`config.mk`:
```
export PLATFORM = sky130hd
export DESIGN_NAME = reg_xfer_sequencer
export DESIGN_NICKNAME = d
export VERILOG_FILES = /design/src/rtl/reg_xfer_sequencer.sv
export SDC_FILE = /design/constraint.sdc
export NUM_CORES = 1
export LEC_CHECK = 0
export CORE_MARGIN = 2
export CORE_UTILIZATION = 47
export DETAILED_ROUTE_END_ITERATION = 12
export GPL_ROUTABILITY_DRIVEN = 0
export PLACE_DENSITY = 0.85
export SYNTH_ARGS = -nofsm -noshare
export SYNTH_HDL_FRONTEND = slang
export SYNTH_SLANG_ARGS = --single-unit
```
`constraint.sdc`:
```
create_clock -name clk -period 2.83 [get_ports clk]
set_input_delay 0.7075 -clock clk [delete_from_list [all_inputs] [get_ports clk]]
set_output_delay 0.7075 -clock clk [all_outputs]
set_load 0.005 [all_outputs]
```
`src/rtl/reg_xfer_sequencer.sv`:
```
// Transfer sequencer for a latch/enable register bank: reads a source register
// (or takes an immediate) and writes it to a destination. Optional XFER_COUNT_EN adds xfer_count.
module reg_xfer_sequencer #(
    parameter int NUM_REGS = 4,
    parameter int DATA_W   = 8,
    parameter int SEL_W    = 4
) (
    input  logic                         clk,
    input  logic                         rst,
    input  logic                         req_valid,
    output logic                         req_ready,
    input  logic [SEL_W-1:0]             src_sel,
    input  logic [SEL_W-1:0]             dst_sel,
    input  logic                         src_imm,
    input  logic [DATA_W-1:0]            imm_data,
    input  logic [NUM_REGS*DATA_W-1:0]   reg_rd_data,
    output logic [NUM_REGS-1:0]          reg_en,
    output logic [NUM_REGS-1:0]          reg_latch,
    output logic [DATA_W-1:0]            bus_data,
    output logic                         done,
`ifdef XFER_COUNT_EN
    output logic [15:0]                  xfer_count,
`endif
    output logic                         err
);

    typedef enum logic [1:0] {IDLE, READ, WRITE, DONE} state_t;

    state_t               state_q;
    logic [SEL_W-1:0]     src_q;
    logic [SEL_W-1:0]     dst_q;
    logic                 imm_sel_q;
    logic [DATA_W-1:0]    imm_q;
    logic [NUM_REGS-1:0]  en_q;
    logic [NUM_REGS-1:0]  latch_q;
    logic [DATA_W-1:0]    bus_q;
    logic                 done_q;
    logic                 err_q;
    logic [DATA_W-1:0]    rd_mux;
    logic [DATA_W-1:0]    wr_val_d;
    logic                 accept;
    logic                 bad_req;

    function automatic logic [NUM_REGS-1:0] onehot(input logic [SEL_W-1:0] idx);
        logic [NUM_REGS-1:0] oh;
        oh = '0;
        for (int i = 0; i < NUM_REGS; i++) begin
            oh[i] = (idx == SEL_W'(i));
        end
        return oh;
    endfunction

    always_comb begin
        rd_mux = '0;
        for (int i = 0; i < NUM_REGS; i++) begin
            if (src_q == SEL_W'(i)) begin
                rd_mux = reg_rd_data[i*DATA_W +: DATA_W];
            end
        end
    end

    assign wr_val_d  = imm_sel_q ? imm_q : rd_mux;
    // The bus is live only while the destination is capturing; otherwise it holds.
    assign bus_data  = (state_q == WRITE) ? wr_val_d : bus_q;
    assign req_ready = (state_q == IDLE) && !rst;
    assign accept    = req_valid && req_ready;
    assign bad_req   = (int'(dst_sel) >= NUM_REGS) ||
                       (!src_imm && (int'(src_sel) >= NUM_REGS));

    assign reg_en    = en_q;
    assign reg_latch = latch_q;
    assign done      = done_q;
    assign err       = err_q;

`ifdef XFER_COUNT_EN
    logic [15:0] count_q;
    logic [15:0] count_d;
    assign count_d    = count_q + 16'd1;
    assign xfer_count = count_q;

    always_ff @(posedge clk) begin
        if (rst) begin
            count_q <= '0;
        end else if (state_q == WRITE) begin
            count_q <= count_d;
        end
    end
`endif

    always_ff @(posedge clk) begin
        if (rst) begin
            state_q   <= IDLE;
            src_q     <= '0;
            dst_q     <= '0;
            imm_sel_q <= 1'b0;
            imm_q     <= '0;
            en_q      <= '0;
            latch_q   <= '0;
            bus_q     <= '0;
            done_q    <= 1'b0;
            err_q     <= 1'b0;
        end else begin
            en_q    <= '0;
            latch_q <= '0;
            done_q  <= 1'b0;
            err_q   <= 1'b0;
            case (state_q)
                IDLE: begin
                    if (accept) begin
                        src_q     <= src_sel;
                        dst_q     <= dst_sel;
                        imm_sel_q <= src_imm;
                        imm_q     <= imm_data;
                        if (bad_req) begin
                            err_q <= 1'b1;
                        end else if (src_imm) begin
                            state_q <= WRITE;
                            latch_q <= onehot(dst_sel);
                        end else begin
                            state_q <= READ;
                            en_q    <= onehot(src_sel);
                        end
                    end
                end
                READ: begin
                    state_q <= WRITE;
                    latch_q <= onehot(dst_q);
                end
                WRITE: begin
                    state_q <= DONE;
                    done_q  <= 1'b1;
                    bus_q   <= wr_val_d;
                end
                DONE: begin
                    state_q <= IDLE;
                end
                default: begin
                    state_q <= IDLE;
                end
            endcase
        end
    end

endmodule

```
==> results of run 1 <==
[placed cells by master (no fill, tap or decap), drive strengths merged, types with 6 or more instances in the layout]
cell	netlist	routed
nor2	25	25
o21ai	31	31
dfxtp	37	37
buf	8	13
inv	19	19
nor3	8	8
clkdlybuf4s50	0	62
nand2	41	41
nand3b	23	23
clkbuf	6	6
a31oi	9	9
[power by group]
| part | switching, uW | leakage (uW) | internal (uW) | total [uW] |
|---|---|---|---|---|
| Clock | 190 | 0.0000450 | 171 | 360 |
| Sequential | 65.0 | 0.000303 | 628 | 693 |
| Combinational | 376 | 0.000833 | 409 | 786 |
| Total | 631 | 0.00118 | 1210 | 1840 |
[area by class of cell]
cell class | instances | area, um2 | share of cell area [%]
Multi-Input combinational cell | 173 | 1020 | 36.8
Sequential cell | 37 | 743 | 26.7
Tap cell | 48 | 60.1 | 2.16
Inverter | 19 | 71.3 | 2.56
Timing Repair Buffer | 83 | 800 | 28.7
Clock inverter | 2 | 10.0 | 0.360
Clock buffer | 6 | 72.6 | 2.61
[timing repair]
item / in CTS / in global routing
setup buffers: 1 / 1
resized for setup: 12 / 16
hold buffers: 0 / 0
pin swaps: 8 / 4
setup endpoints to repair: 8 / 3
[flip-flops by register name, indices dropped and copies added (netlist names)]
name and count:
dst_q 4, done 1, imm_q 8, state_q 2, imm_sel_q 1, err 1
bus_q 8, src_q 4, reg_en 4, reg_latch 4
[worst max-delay path, stage by stage]
cell             delay, ns
clkdlybuf4s50_1       0.39
nor2b_1               0.13
a211o_1               0.27
a31oi_1               0.23
nor2_1                0.07
dlygate4sd2_1         0.26
[routing by layer]
metal	wire length, um	share of wire (%)
met5	0	0
met3	168	3.4
met1	2190	44
met2	2480	50
met4	92	1.9
[cells by family (layout without fill, tap and decap cells)]
kind of cell               count (synthesis)  count (layout)  synth area share, %
buffers and inverters                     33             110                 7.82
adders and majority gates                  4               4                 2.70
and+or+nand+nor                          115             115                 32.0
AOI/OAI and AO/OA                         54              54                 17.6
DFF                                       37              37                 39.9
[how the worst min path moves through the flow]
| stage | end | slack [ns] | cells past startpoint |
|---|---|---|---|
| 6_report | imm_q[6]$_SDFFE_PP0P_ | 0.47 | 2 |
| 5_1_grt | imm_q[6]$_SDFFE_PP0P_ | 0.49 | 2 |
| 4_1_cts | imm_q[6]$_SDFFE_PP0P_ | 0.47 | 2 |
| 3_5_place_dp | imm_q[6]$_SDFFE_PP0P_ | 0.46 | 2 |
| 3_3_place_gp | imm_q[6]$_SDFFE_PP0P_ | 0.46 | 2 |
| 2_1_floorplan | imm_q[0]$_SDFFE_PP0P_ | 0.44 | 2 |
[per-stage QoR]
step,instances,total power [uW]
finish,368,1840
global route,368,1970
CTS,367,1810
detailed placement,358,1450
global placement,358,1440
floorplan,243,1100
==> results.cfg, run 1 <==
[run_status]
run_status = completed

[synth]
synth_edf_count = 0
synth_most_common_cell = nand2_1
ys_types = 35
yosysWarnings = 0
synthFlopType = dfxtp_1
synthTopCellsByArea = dfxtp_1, nand3b_1, nand2_1, o21ai_0, nor2_1
synth.net_count = 299
synth-async-reset-ratio_pct = 0
netlist.area_leader.share_pct = 39.9
synthCells = 243
syn_area_um2 = 1860
synth_top_area_cell = dfxtp_1
ys_seq_area_share_pct = 39.9
synth_commonest_cells = nand2_1, dfxtp_1, o21ai_0
ys_ff_latch = 37
syn_area_per_cell_um2 = 7.64

[die]
initial_core_util_pct = 49.9
die_x_um = 66.8
io_pins = 71
die_y_um = 66.8
coreArea_um2 = 3720
core.rowCount = 22
fp.dieArea_um2 = 4470

[global_route]
overflow = 0
antenna_found_initial = 0
grtUsageMet3_pct = 4.90
met2_usage_pct = 37.9
gr-max-usage-layer = met2
grt_max_degree = 31
grt_first_pass_wirelength_mm = 7.88
grtUsageTotal_pct = 23.6
gr-usage-met1_pct = 29.9
grt_pass1_vias = 1712

[timing]
setup_viol = 0
final.period_utilization_pct = 97.7
fmax_mhz = 362
tightest_slew_ns = 0.572
period_minus_slack_ns = 2.76
worst_slack_ns = 0.0658
timing.slew.headroom_pct = 61.7
tns_ns = 0
finalHoldViolations = 0
drv_slew = 0
hold-worst-slack_ns = 0.473
rsz0062_at_grt = no
clock_skew_ns = 0.00901

[layout]
fin_area_um2 = 2780
n_fill_cell = 304
fin_nets = 375
area_growth_pct = 49.9
fin_util_pct = 74.8
insertedDiodeCount = 0
drive_gt1_share_pct = 10.0

[clocking]
cts_max_level = 2
cts_tree = yes
clk_latency_ns = 0.30
clock-sinks = 37
cts_made_buffers = 5
clk_path_buf_depth = 2
clk_pin_slew_ns = 0.07
root_buffer = clkbuf_8

[worst_setup_path]
worst_setup_path_start_kind = primary input
cp_data_required_time_ns = 2.12
arrival_ns = 2.06
end_kind = primary output
critPathKind = primary input to primary output
r2r_end = reg_en[0]$_SDFF_PP0_
critical_path.startpoint = reg_rd_data[1]
worst_r2r_path_depth = 6
r2r_start = state_q[0]$_SDFFE_PP0P_
critPathMaxFanout = 2
reg2reg_slack_ns = 1.03
endpoint = bus_data[1]

[route]
drtAntennaViolNets = 0
drc_errors = 0
vias = 1936
avgViaCountPerCell = 5.26
wl_mm = 4.93
drt-initial-drc-count = 134
drt-pass1-iter-count = 4
routedWlPerCell_um = 13.4

[worst_hold_path]
min_path_type = register to register
min_from = imm_q[6]$_SDFFE_PP0P_

[pwr]
p_leak_uw = 0.00118
vdd_drop_max_v = 0.000529
p_per_area_nw_per_um2 = 661

[place]
dpl_cell_area_um2 = 2630
hpwl_mm = 3.48
pre_cts_slack_ns = -0.132
portBuffers = 70

[run]
max-cap-violations = 0
Power figures use the tool's default switching activity.
==> run 2, diff against run 1 <==
--- a/config.mk
+++ b/config.mk
@@ -5,11 +5,10 @@
 export SDC_FILE = /design/constraint.sdc
 export NUM_CORES = 1
 export LEC_CHECK = 0
-export CORE_MARGIN = 2
 export CORE_UTILIZATION = 47
 export DETAILED_ROUTE_END_ITERATION = 12
 export GPL_ROUTABILITY_DRIVEN = 0
-export PLACE_DENSITY = 0.85
+export PLACE_DENSITY = 0.88
 export SYNTH_ARGS = -nofsm -noshare
 export SYNTH_HDL_FRONTEND = slang
 export SYNTH_SLANG_ARGS = --single-unit
==> results.cfg, run 2 (synthesis results as in run 1) <==
[layout]
fin_nets = 401
area_growth_pct = 59.5
drive_gt1_share_pct = 16.0
mostFrequentLayoutCell = clkdlybuf4s50_1
reg.largest.list = bus_q (8), imm_q (8)
multi_input_area_um2 = 1020
insertedDiodeCount = 0
n_fill_cell = 241
layout_common_cells = clkdlybuf4s50_1, nand2_1, buf_4
regArea_um2 = 742

[pwr]
vdd_drop_max_v = 0.000409
internal_power_uw = 1340
power_switching_share_pct = 35.9
p_comb_share_pct = 49.8
power_frac_seq_pct = 33.8
pwr-share-clk_pct = 16.4
p_per_area_nw_per_um2 = 708
p_leak_uw = 0.00131
p_sw_uw = 754

[global_route]
overflow = 0
grt_pass1_vias = 2051
antenna_found_initial = 0
grt_first_pass_wirelength_mm = 9.59
grt_max_degree = 31
grtUsageTotal_pct = 30.3

[worst_setup_path]
cp_slowest_cell = clkdlybuf4s50_1
worst_setup_path_start_kind = primary input
critical_path.top_delay_family = buffers and inverters
critPathKind = primary input to register
worst-path-buf-inv = 12
worst_r2r_path_depth = 15
critPathMaxStageDelay_ns = 0.45
crit_path_frequent_cell = buf_4
cp_data_required_time_ns = 3.06
cp_cell_sequence = clkdlybuf4s50_1, nor2_1, o21ai_1, a31oi_1, buf_4, buf_4, buf_4, buf_4, buf_4, buf_4, buf_4, buf_4, buf_4, buf_4, buf_4, nor3_4
critPathMaxFanout = 2
end_kind = register
worstSetupPathDepth = 16
arrival_ns = 3.03

[die]
io_pins = 71
initial_core_util_pct = 49.9
core.rowCount = 22
fp.dieArea_um2 = 4200
coreArea_um2 = 3720
die_x_um = 64.8
die_y_um = 64.8

[clocking]
cts_made_buffers = 5
cts_tree = yes
root_buffer = clkbuf_8
clk_path_buf_depth = 2
cts_max_level = 2
clk_pin_slew_ns = 0.07
clock-sinks = 37
clk_latency_ns = 0.30
hold_buffers = 0

[timing]
final.period_utilization_pct = 99.1
hold-worst-slack_ns = 0.479
timing.slew.headroom_pct = 57.9
worst_slack_ns = 0.0263
clock_skew_ns = 0.0104
finalHoldViolations = 0
period_minus_slack_ns = 2.80
tns_ns = 0
drv_slew = 0
fmax_mhz = 357
setup_viol = 0
tightest_slew_ns = 0.630

[place]
portBuffers = 70
pre_cts_slack_ns = -0.151
hpwl_mm = 3.48

[route]
drt-pass1-iter-count = 4
vias = 2239
drc_errors = 0
drt-initial-drc-count = 153
avgViaCountPerCell = 5.71
drtAntennaViolNets = 0
wl_mm = 6.68
routedWlPerCell_um = 17.0

[run]
max-cap-violations = 0

[run_status]
run_status = completed

[worst_hold_path]
min_path_type = register to register
whs_path_depth = 2
[run 2: per-stage QoR]
stage / total power (uW) / std cells / util (%) / cell area [um2]
floorplan: 1100 / 243 / - / 1860
global placement: 1450 / 359 / 70.8 / 2630
detailed placement: 1470 / 359 / 70.8 / 2630
CTS: 1980 / 392 / 78.7 / 2920
global route: 2200 / 392 / 79.7 / 2960
finish: 2100 / 392 / 79.7 / 2960
[run 2: worst min-delay path: stages, from the launching register on]
cell	delay, ns
dfxtp_1	0.31
nand3b_1	0.08
nand2_1	0.05
[run 2: path summary, 6_finish.rpt]
| kind | start | to | slack (ns) |
|---|---|---|---|
| hold / removal | dst_q[2]$_SDFFE_PP0P_ | dst_q[2]$_SDFFE_PP0P_ | 0.48 |
| hold reg to reg | dst_q[2]$_SDFFE_PP0P_ | dst_q[2]$_SDFFE_PP0P_ | 0.48 |
| setup / recovery | reg_rd_data[7] | bus_q[7]$_SDFF_PP0_ | 0.03 |
| setup reg to reg | src_q[0]$_SDFFE_PP0P_ | bus_q[7]$_SDFF_PP0_ | 0.20 |
[run 2: final cells by class]
| class | instances | area share (%) |
|---|---|---|
| clock buffer | 5 | 2.32 |
| sequential | 37 | 25.1 |
| inverter | 19 | 2.41 |
| multi-input combinational | 173 | 34.4 |
| clock inverter | 1 | 0.169 |
| tap | 48 | 2.03 |
| timing repair buffer | 109 | 33.6 |
[run 2: power groups by stage]
stage                     Clock, uW  Sequential, uW  Combinational, uW
final                           344             708               1040
after global routing            366             716               1120
after CTS                       341             687                950
after detailed placement          0             696                776
after global placement            0             691                761
after floorplan                   0             671                429
[run 2: what timing repair did]
item | CTS | global route
gates resized for setup | 11 | 15
setup endpoints to repair | 8 | 5
buffers inserted | 27 | 1
pin swaps | 7 | 6
[run 2: routing by layer]
layer | part of all wire [%] | vias to the layer above | global-route usage, % | wire length (um)
met5 | 0 | - | 0 | 0
met4 | 5.5 | 0 | 15.0 | 365
met3 | 10 | 32 | 8.80 | 666
met2 | 46 | 145 | 52.6 | 3100
met1 | 38 | 1028 | 33.3 | 2540
li1 | - | 1034 | - | -
==> run 3, diff against run 2 <==
--- a/config.mk
+++ b/config.mk
@@ -5,6 +5,7 @@
 export SDC_FILE = /design/constraint.sdc
 export NUM_CORES = 1
 export LEC_CHECK = 0
+export CORE_MARGIN = 2
 export CORE_UTILIZATION = 47
 export DETAILED_ROUTE_END_ITERATION = 12
 export GPL_ROUTABILITY_DRIVEN = 0
==> results.cfg, run 3 (synthesis results as in run 1) <==
[worst_setup_path]
r2r_end = bus_q[3]$_SDFF_PP0_
critPathKind = primary input to primary output
arrival_ns = 2.03
worst_r2r_path_depth = 10
critPathMaxFanout = 2
worst_setup_path_start_kind = primary input
reg2reg_slack_ns = 0.98
end_kind = primary output
r2r_start = state_q[0]$_SDFFE_PP0P_
cp_data_required_time_ns = 2.12

[die]
die_y_um = 66.8
coreArea_um2 = 3720
core.rowCount = 22
die_x_um = 66.8
fp.dieArea_um2 = 4470
initial_core_util_pct = 49.9
io_pins = 71

[place]
dp.cells = 359
hpwl_mm = 3.47
portBuffers = 70

[global_route]
antenna_found_initial = 0
grt_pass1_vias = 1855
overflow = 0
grt_max_degree = 31
grtUsageTotal_pct = 23.5
grt_first_pass_wirelength_mm = 7.98

[timing]
clock_skew_ns = 0.00571
fmax_mhz = 365
finalHoldViolations = 0
rsz0062_at_grt = no
tightest_slew_ns = 0.585
setup_viol = 0
timing.slew.headroom_pct = 60.9
period_minus_slack_ns = 2.74
final.period_utilization_pct = 96.8
drv_slew = 0

[route]
wl_mm = 5.01
drt-pass1-iter-count = 4
vias = 1956
drtAntennaViolNets = 0
drt-initial-drc-count = 71
avgViaCountPerCell = 5.26
drc_errors = 0
routedWlPerCell_um = 13.5

[clocking]
clock-sinks = 37
hold_buffers = 0
root_buffer = clkbuf_8
cts_max_level = 2
cts_tree = yes
clk_path_buf_depth = 2
clk_pin_slew_ns = 0.07
clk_latency_ns = 0.29
cts_made_buffers = 5

[layout]
insertedDiodeCount = 0
instances_no_fill = 372
drive_gt1_share_pct = 9.57
reg.largest.list = bus_q (8), imm_q (8)
regArea_um2 = 741
n_fill_cell = 273
fin_nets = 379
area_growth_pct = 52.1
multi_input_area_um2 = 993
fin_util_pct = 76.0
mostFrequentLayoutCell = clkdlybuf4s50_1
layout_common_cells = clkdlybuf4s50_1, nand2_1, dfxtp_1

[run_status]
run_status = completed

[worst_hold_path]
whs_path_depth = 2
min_from = imm_q[6]$_SDFFE_PP0P_
min_path_type = register to register
holdPathEnd = imm_q[6]$_SDFFE_PP0P_

[run]
max-cap-violations = 0

[pwr]
p_leak_uw = 0.00123
p_per_area_nw_per_um2 = 704
vdd_drop_max_v = 0.000516
## run 3: changes by cell type in the layout (fill, tap and decap cells not counted), sizes merged
cell / before / now
buf: 39 / 17
dlygate4sd2: 5 / 3
dlymetal6s2s: 3 / 5
bufinv: 0 / 1
clkbuf: 5 / 6
clkinv: 1 / 0
clkinvlp: 0 / 1
## run 3: power by group
group,switching [uW],total [uW],internal (uW)
logic,387,833,446
registers,57.2,684,627
clock network,184,471,286
## run 3: layout make-up
cell class / count / share of cell area (%)
Clock buffer: 6 / 2.93
Clock inverter: 2 / 1.33
Inverter: 19 / 2.53
Multi-Input combinational cell: 173 / 35.2
Sequential cell: 37 / 26.2
Tap cell: 48 / 2.13
Timing Repair Buffer: 87 / 29.7
## run 3: through the flow
step                      hold WS (ns)  setup TNS [ns]  total power [uW]  area, um2  setup WS [ns]
after global placement           0.455          -0.284              1450       2630        -0.0634
final                            0.469               0              1990       2820         0.0916
after detailed placement         0.458          -0.317              1470       2630         -0.114
after global routing             0.503               0              2120       2820         0.0142
after CTS                        0.470               0              1990       2790        0.00385
after floorplan                  0.444               0              1100       1860          0.791
## run 3: worst max path at each step
| stage | start | endpoint | slack [ns] | cells after the start |
|---|---|---|---|---|
| 6_report | reg_rd_data[3] | bus_data[3] | 0.09 | 6 |
| 3_5_place_dp | reg_rd_data[1] | bus_data[1] | -0.11 | 6 |
| 4_1_cts | reg_rd_data[4] | bus_data[4] | 0.004 | 6 |
| 3_3_place_gp | reg_rd_data[3] | bus_data[3] | -0.06 | 6 |
| 5_1_grt | reg_rd_data[3] | bus_data[3] | 0.01 | 6 |
| 2_1_floorplan | reg_rd_data[1] | bus_data[1] | 0.79 | 4 |
## run 3: worst max-delay path: stages
cell and delay (ns):
clkdlybuf4s50_1 0.38, nor2b_1 0.13, a211o_1 0.27, a31oi_1 0.19
nor2_1 0.08, dlygate4sd2_1 0.27
## run 3: repair_timing
action	CTS	global route
resized for setup	10	7
buffers inserted	4	1
pin swaps	5	5
gates cloned	0	0
endpoints found under the hold margin	0	0
setup endpoints to repair	8	5
## run 3: metal layers
layer  vias to the layer above  share of wire (%)  track usage (%)
met1                       889                 43             27.1
li1                        986                  -                -
met4                         0                1.0             6.89
met3                         6                 10             7.60
met5                         -                  0                0
met2                        75                 46             41.1
